`src/rtl/enable_pulse_gen_if.sv`:
```
// Button/mode inputs and enable/status outputs of the enable pulse generator.
// The slave modport is the generator side; the master modport is the driving side.
interface enable_pulse_gen_if;
  logic button_i;
  logic mode_i;
  logic enable_o;
  logic pressed_o;
  logic paused_o;

  modport slave (
    input  button_i,
    input  mode_i,
    output enable_o,
    output pressed_o,
    output paused_o
  );

  modport master (
    output button_i,
    output mode_i,
    input  enable_o,
    input  pressed_o,
    input  paused_o
  );
endinterface

```
`src/rtl/enable_pulse_gen.sv`:
```
// Debounces a raw push-button into a single-cycle enable pulse (step mode) or
// produces a periodic tick that the button pauses and resumes (free-run mode).
module enable_pulse_gen #(
  parameter int SYNC_STAGES     = 2,
  parameter int DEBOUNCE_CYCLES = 4,
  parameter int PRESCALE        = 5
) (
  input  logic               clock_i,
  input  logic               reset_n_i,
  enable_pulse_gen_if.slave  bus
);

  localparam int CW = $clog2(DEBOUNCE_CYCLES + 1);
  localparam int PW = $clog2(PRESCALE);
  localparam logic [CW-1:0] CNT_LAST = CW'(DEBOUNCE_CYCLES - 1);
  localparam logic [PW-1:0] PRE_LAST = PW'(PRESCALE - 1);

  typedef enum logic [1:0] {
    RELEASED,
    PRESS_WAIT,
    PRESSED,
    RELEASE_WAIT
  } state_t;

  logic [SYNC_STAGES-1:0] r_btnSync;
  logic [SYNC_STAGES-1:0] r_modeSync;
  logic                   w_btnS;
  logic                   w_modeS;

  state_t                 r_state;
  state_t                 w_stateNext;
  logic [CW-1:0]          r_cnt;
  logic [CW-1:0]          w_cntNext;
  logic                   w_pressEvent;

  logic [PW-1:0]          r_presc;
  logic                   r_modePrev;
  logic                   r_enable;
  logic                   r_pressed;
  logic                   r_paused;

  assign w_btnS  = r_btnSync[SYNC_STAGES-1];
  assign w_modeS = r_modeSync[SYNC_STAGES-1];

  always_ff @(posedge clock_i or negedge reset_n_i) begin
    if (!reset_n_i) begin
      r_btnSync  <= '0;
      r_modeSync <= '0;
    end else begin
      r_btnSync  <= {r_btnSync[SYNC_STAGES-2:0], bus.button_i};
      r_modeSync <= {r_modeSync[SYNC_STAGES-2:0], bus.mode_i};
    end
  end

  always_ff @(posedge clock_i or negedge reset_n_i) begin
    if (!reset_n_i) begin
      r_state <= RELEASED;
      r_cnt   <= '0;
    end else begin
      r_state <= w_stateNext;
      r_cnt   <= w_cntNext;
    end
  end

  // A release bounce returns to PRESSED silently, so one press yields one event
  always_comb begin
    w_stateNext  = r_state;
    w_cntNext    = r_cnt;
    w_pressEvent = 1'b0;
    case (r_state)
      RELEASED: begin
        if (w_btnS) begin
          w_stateNext = PRESS_WAIT;
          w_cntNext   = '0;
        end
      end
      PRESS_WAIT: begin
        if (!w_btnS) begin
          w_stateNext = RELEASED;
          w_cntNext   = '0;
        end else if (r_cnt == CNT_LAST) begin
          w_stateNext  = PRESSED;
          w_pressEvent = 1'b1;
        end else begin
          w_cntNext = r_cnt + 1'b1;
        end
      end
      PRESSED: begin
        if (!w_btnS) begin
          w_stateNext = RELEASE_WAIT;
          w_cntNext   = '0;
        end
      end
      RELEASE_WAIT: begin
        if (w_btnS) begin
          w_stateNext = PRESSED;
        end else if (r_cnt == CNT_LAST) begin
          w_stateNext = RELEASED;
        end else begin
          w_cntNext = r_cnt + 1'b1;
        end
      end
      default: begin
        w_stateNext = RELEASED;
        w_cntNext   = '0;
      end
    endcase
  end

  // Tick decision uses the pause flag from before the edge; a toggle lands next cycle
  always_ff @(posedge clock_i or negedge reset_n_i) begin
    if (!reset_n_i) begin
      r_presc    <= '0;
      r_modePrev <= 1'b0;
      r_enable   <= 1'b0;
      r_pressed  <= 1'b0;
      r_paused   <= 1'b0;
    end else begin
      r_pressed  <= (w_stateNext == PRESSED) || (w_stateNext == RELEASE_WAIT);
      r_modePrev <= w_modeS;
      if (w_modeS != r_modePrev) begin
        r_presc  <= '0;
        r_paused <= 1'b0;
        r_enable <= 1'b0;
      end else if (w_modeS) begin
        r_enable <= (r_presc == PRE_LAST) && !r_paused;
        if (!r_paused) begin
          r_presc <= (r_presc == PRE_LAST) ? '0 : r_presc + 1'b1;
        end
        if (w_pressEvent) begin
          r_paused <= ~r_paused;
        end
      end else begin
        r_enable <= w_pressEvent;
        r_presc  <= '0;
        r_paused <= 1'b0;
      end
    end
  end

  assign bus.enable_o  = r_enable;
  assign bus.pressed_o = r_pressed;
  assign bus.paused_o  = r_paused;

endmodule

```
`src/flat_wrapper.sv`:
```
// flat-port wrapper written by rule: the top's interface ports become plain ports
module enable_pulse_gen_flat 
#(
  parameter int SYNC_STAGES     = 2,
  parameter int DEBOUNCE_CYCLES = 4,
  parameter int PRESCALE        = 5
)
  (clock_i, reset_n_i, bus_button_i, bus_mode_i, bus_enable_o, bus_pressed_o, bus_paused_o);
  enable_pulse_gen_if bus_i ();
  input  logic clock_i;
  input  logic reset_n_i;
  input wire logic [$bits(bus_i.button_i)-1:0] bus_button_i;
  input wire logic [$bits(bus_i.mode_i)-1:0] bus_mode_i;
  output wire logic [$bits(bus_i.enable_o)-1:0] bus_enable_o;
  output wire logic [$bits(bus_i.pressed_o)-1:0] bus_pressed_o;
  output wire logic [$bits(bus_i.paused_o)-1:0] bus_paused_o;
  assign bus_i.button_i = bus_button_i;
  assign bus_i.mode_i = bus_mode_i;
  assign bus_enable_o = bus_i.enable_o;
  assign bus_pressed_o = bus_i.pressed_o;
  assign bus_paused_o = bus_i.paused_o;
  enable_pulse_gen #(.SYNC_STAGES(SYNC_STAGES), .DEBOUNCE_CYCLES(DEBOUNCE_CYCLES), .PRESCALE(PRESCALE)) u_core (.clock_i(clock_i), .reset_n_i(reset_n_i), .bus(bus_i));
endmodule
```
`config.mk`:
```
export PLATFORM = sky130hd
export DESIGN_NAME = enable_pulse_gen_flat
export DESIGN_NICKNAME = d
export VERILOG_FILES = /design/src/rtl/enable_pulse_gen_if.sv /design/src/rtl/enable_pulse_gen.sv /design/src/flat_wrapper.sv
export SDC_FILE = /design/constraint.sdc
export NUM_CORES = 1
export LEC_CHECK = 0
export ABC_AREA = 1
export BUFFER_PORTS_ARGS = -buffer_cell sky130_fd_sc_hd__buf_2
export CORE_MARGIN = 10
export CORE_UTILIZATION = 30
export CTS_CLUSTER_DIAMETER = 200
export DETAILED_ROUTE_END_ITERATION = 8
export PLACE_DENSITY = 0.53
export SLEW_MARGIN = 10
export SYNTH_ARGS = -nofsm -noshare
export SYNTH_HDL_FRONTEND = slang
export SYNTH_SLANG_ARGS = --single-unit
```
`constraint.sdc`:
```
create_clock -name clock_i -period 1.5 [get_ports clock_i]
set_clock_uncertainty 0.1 [all_clocks]
set_input_delay 0.375 -clock clock_i [delete_from_list [all_inputs] [get_ports clock_i]]
set_output_delay 0.375 -clock clock_i [all_outputs]
set_load 0.1 [all_outputs]
```
==> out/results.txt <==
core area - 0.00228 mm^2
DRC viols - 0
Final #Nets - 100
storage element area - 402 um^2
clk buf depth - 2
Tot GR Track Use - 5.73%
Synth Net Count - 88
Area Overhead vs Synth - 20.1%
Initial Util - 32.3%
CTS sink count - 16
RSZ-0062 raised after global routing - false
first-pass GRT wire length - 2320 um
port bufs - 6
Hold Path Stages - 1
fin area - 883 um^2
Slew HR - 76.0%
final cycle utilization of the critical path - 94.5%
CP max stage cell - dfrtp_2
DR WL/cell - 10.3 um
clk_lat worst skew - 290 ps
r2r endpoint - u_core.r_presc[0]
Worst R2R Start - u_core.r_modeSync[1]
Num CTS Buffers - 3
Clock transition at path regs - 100 ps
WS Path Type - register to output port
Mapped Area - 736 um^2
Post-synth top cells - 19 x nand2_1, 16 x dfrtp_1, 10 x inv_1
Synth Instances - 80
DR iter-0 viols - 9
Max Freq - 706 MHz
static power due to leakage - 0.428 nW
final estimated routing congestion in global placement - 0.713
CP required - 1020 ps
R2R depth - 6
CP cell instances - buf_12
hold path start - bus_button_i
IO Count - 7
PwrDens - 1360 mW/mm^2
fraction of synthesis flops using an asynchronous set or reset pin - 100%
top cell type's share of synthesized area - 54.4%
layout cells sized above 1 - 17.6%
CTS tree - yes
number of global-route vias before repair - 565
crit-path max FO - 6
Setup crit start - u_core.bus.paused_o
Layout fillers - 227
antenna violations before repair - 0
DRT Pass-1 Iters - 4
Worst EP arrival - 940 ps
DIE HEIGHT - 69.5 um
Routed Antenna Nets - 0
prevailing post-synth register cell - dfrtp_1
Post-synth EDFFs - 0
WHS Endpoint - u_core.r_btnSync[0]
largest net degree at the start of global routing - 17
Fin. Hold Viols - 0
top-count cell post-synth - nand2_1
CP endpoint kind - output port
WL final - 1230 um
crit-path leading delay family - flip-flops
DIE WIDTH - 69.5 um
Area contributors post-synth - dfrtp_1 54%, nand2_1 9.7%, ha_1 6.8%
leading area contributor after synthesis - dfrtp_1
Max Cap Viol - 0
Peak VDD IR - 1250 uV
cts repair resizes - 0
Via density - 4.45
status - finished, final reports clean
yosys warns - 0
Pwr Total - 1.20 mW
syn avg cell area - 9.20 um^2
Setup violations, final - 0
Worst setup SP type - register
Vias - 530
r2r setup slk - 180 ps
gr ovfl total - 0
Seq cells post-synth - 16
CTS H-tree lvls - 1
post-synthesis sequential area ratio - 54.4%
Placed Area - 847 um^2
Tightest Pin Transition - 360 ps
HPWL after DPL - 925 um
die area - 0.00483 mm^2
Ant. Diodes - 0
Hold WC Path Type - input port to register
post-layout min period - 1420 ps
Final TNS setup - 0 ps
worst path bufs/invs - 1
Rows - 17
clk root buf - clkbuf_4
Slew Limit Fails - 0
Yosys cell types - 17
CP peak stage delay - 470 ps
multi-input logic area - 290 um^2
[flip-flops by register name, indices dropped and copies added (netlist names)]
register,count
u_core.bus.enable_o,1
u_core.bus.paused_o,1
u_core.bus.pressed_o,1
u_core.r_btnSync,2
u_core.r_cnt,3
u_core.r_modePrev,1
u_core.r_modeSync,2
u_core.r_presc,3
u_core.r_state,2
[metrics by stage]
| step | utilization (%) | cells | hold WS, ps | setup WS [ps] |
|---|---|---|---|---|
| after global routing | 38.8 | 119 | 65.2 | 30.2 |
| after floorplan | - | 80 | -20.6 | 116 |
| after detailed placement | 37.2 | 114 | 212 | 179 |
| after CTS | 38.8 | 119 | 71.5 | 59.9 |
| after global placement | 37.2 | 114 | 208 | 244 |
| final | 38.8 | 119 | 87.9 | 82.9 |
[routing by layer]
layer  part of all wire (%)  track usage, %  up-vias
met4                    2.2            5.32        0
met2                     46            9.27        5
met1                     49            5.98      248
li1                       -               -      275
met3                    2.4            1.28        2
met5                      0               0        -
[layout by cell type, fill, tap and decap left out]
cell type,instances
xor2_1,1
dfrtp_1,15
nand3b_1,1
nor2_1,6
ha_1,4
inv_2,2
nand3_4,1
dlygate4sd3_1,1
o21ai_0,4
buf_2,3
dfrtp_2,1
nand2_1,19
nor2_4,1
nand3_1,6
nand4_1,1
a21oi_1,3
clkbuf_4,3
buf_12,3
clkbuf_1,1
nand2_2,2
o21ai_1,2
inv_1,10
o31ai_1,1
[cell type report]
| cell class | instances | share of cell area (%) |
|---|---|---|
| sequential | 16 | 45.5 |
| inverter | 12 | 5.10 |
| clock buffer | 4 | 2.97 |
| tap | 28 | 3.97 |
| timing repair buffer | 7 | 9.63 |
| multi-input combinational | 52 | 32.9 |
[power by group]
part | switching [mW] | leakage (nW) | internal [mW]
combinational | 0.253 | 0.210 | 0.142
sequential | 0.0661 | 0.203 | 0.500
clock | 0.138 | 0.0150 | 0.103
[cell families (layout without fill, tap and decap cells)]
family	Yosys count	in the layout	share of synthesized area, %
compound gates	10	10	7.14
buf+inv	12	23	6.12
flops	16	16	54.4
xor+xnor	1	1	1.19
simple gates	37	37	24.3
fa+ha+maj	4	4	6.80
[worst max path at each step]
stage,endpoint,slack [ps],cells after the start
after floorplan,u_core.r_presc[2],120,4
after global placement,u_core.bus.paused_o,240,6
after detailed placement,u_core.r_presc[0],180,6
after CTS,bus_paused_o,60,1
after global routing,u_core.r_presc[0],30,6
final,bus_paused_o,80,1
[repair_timing]
item,CTS,global route
hold buffers,1,0
endpoints found under the setup margin,0,0
endpoints found under the hold margin,16,0
setup buffers,0,0
(Power assumes the default switching activity.)
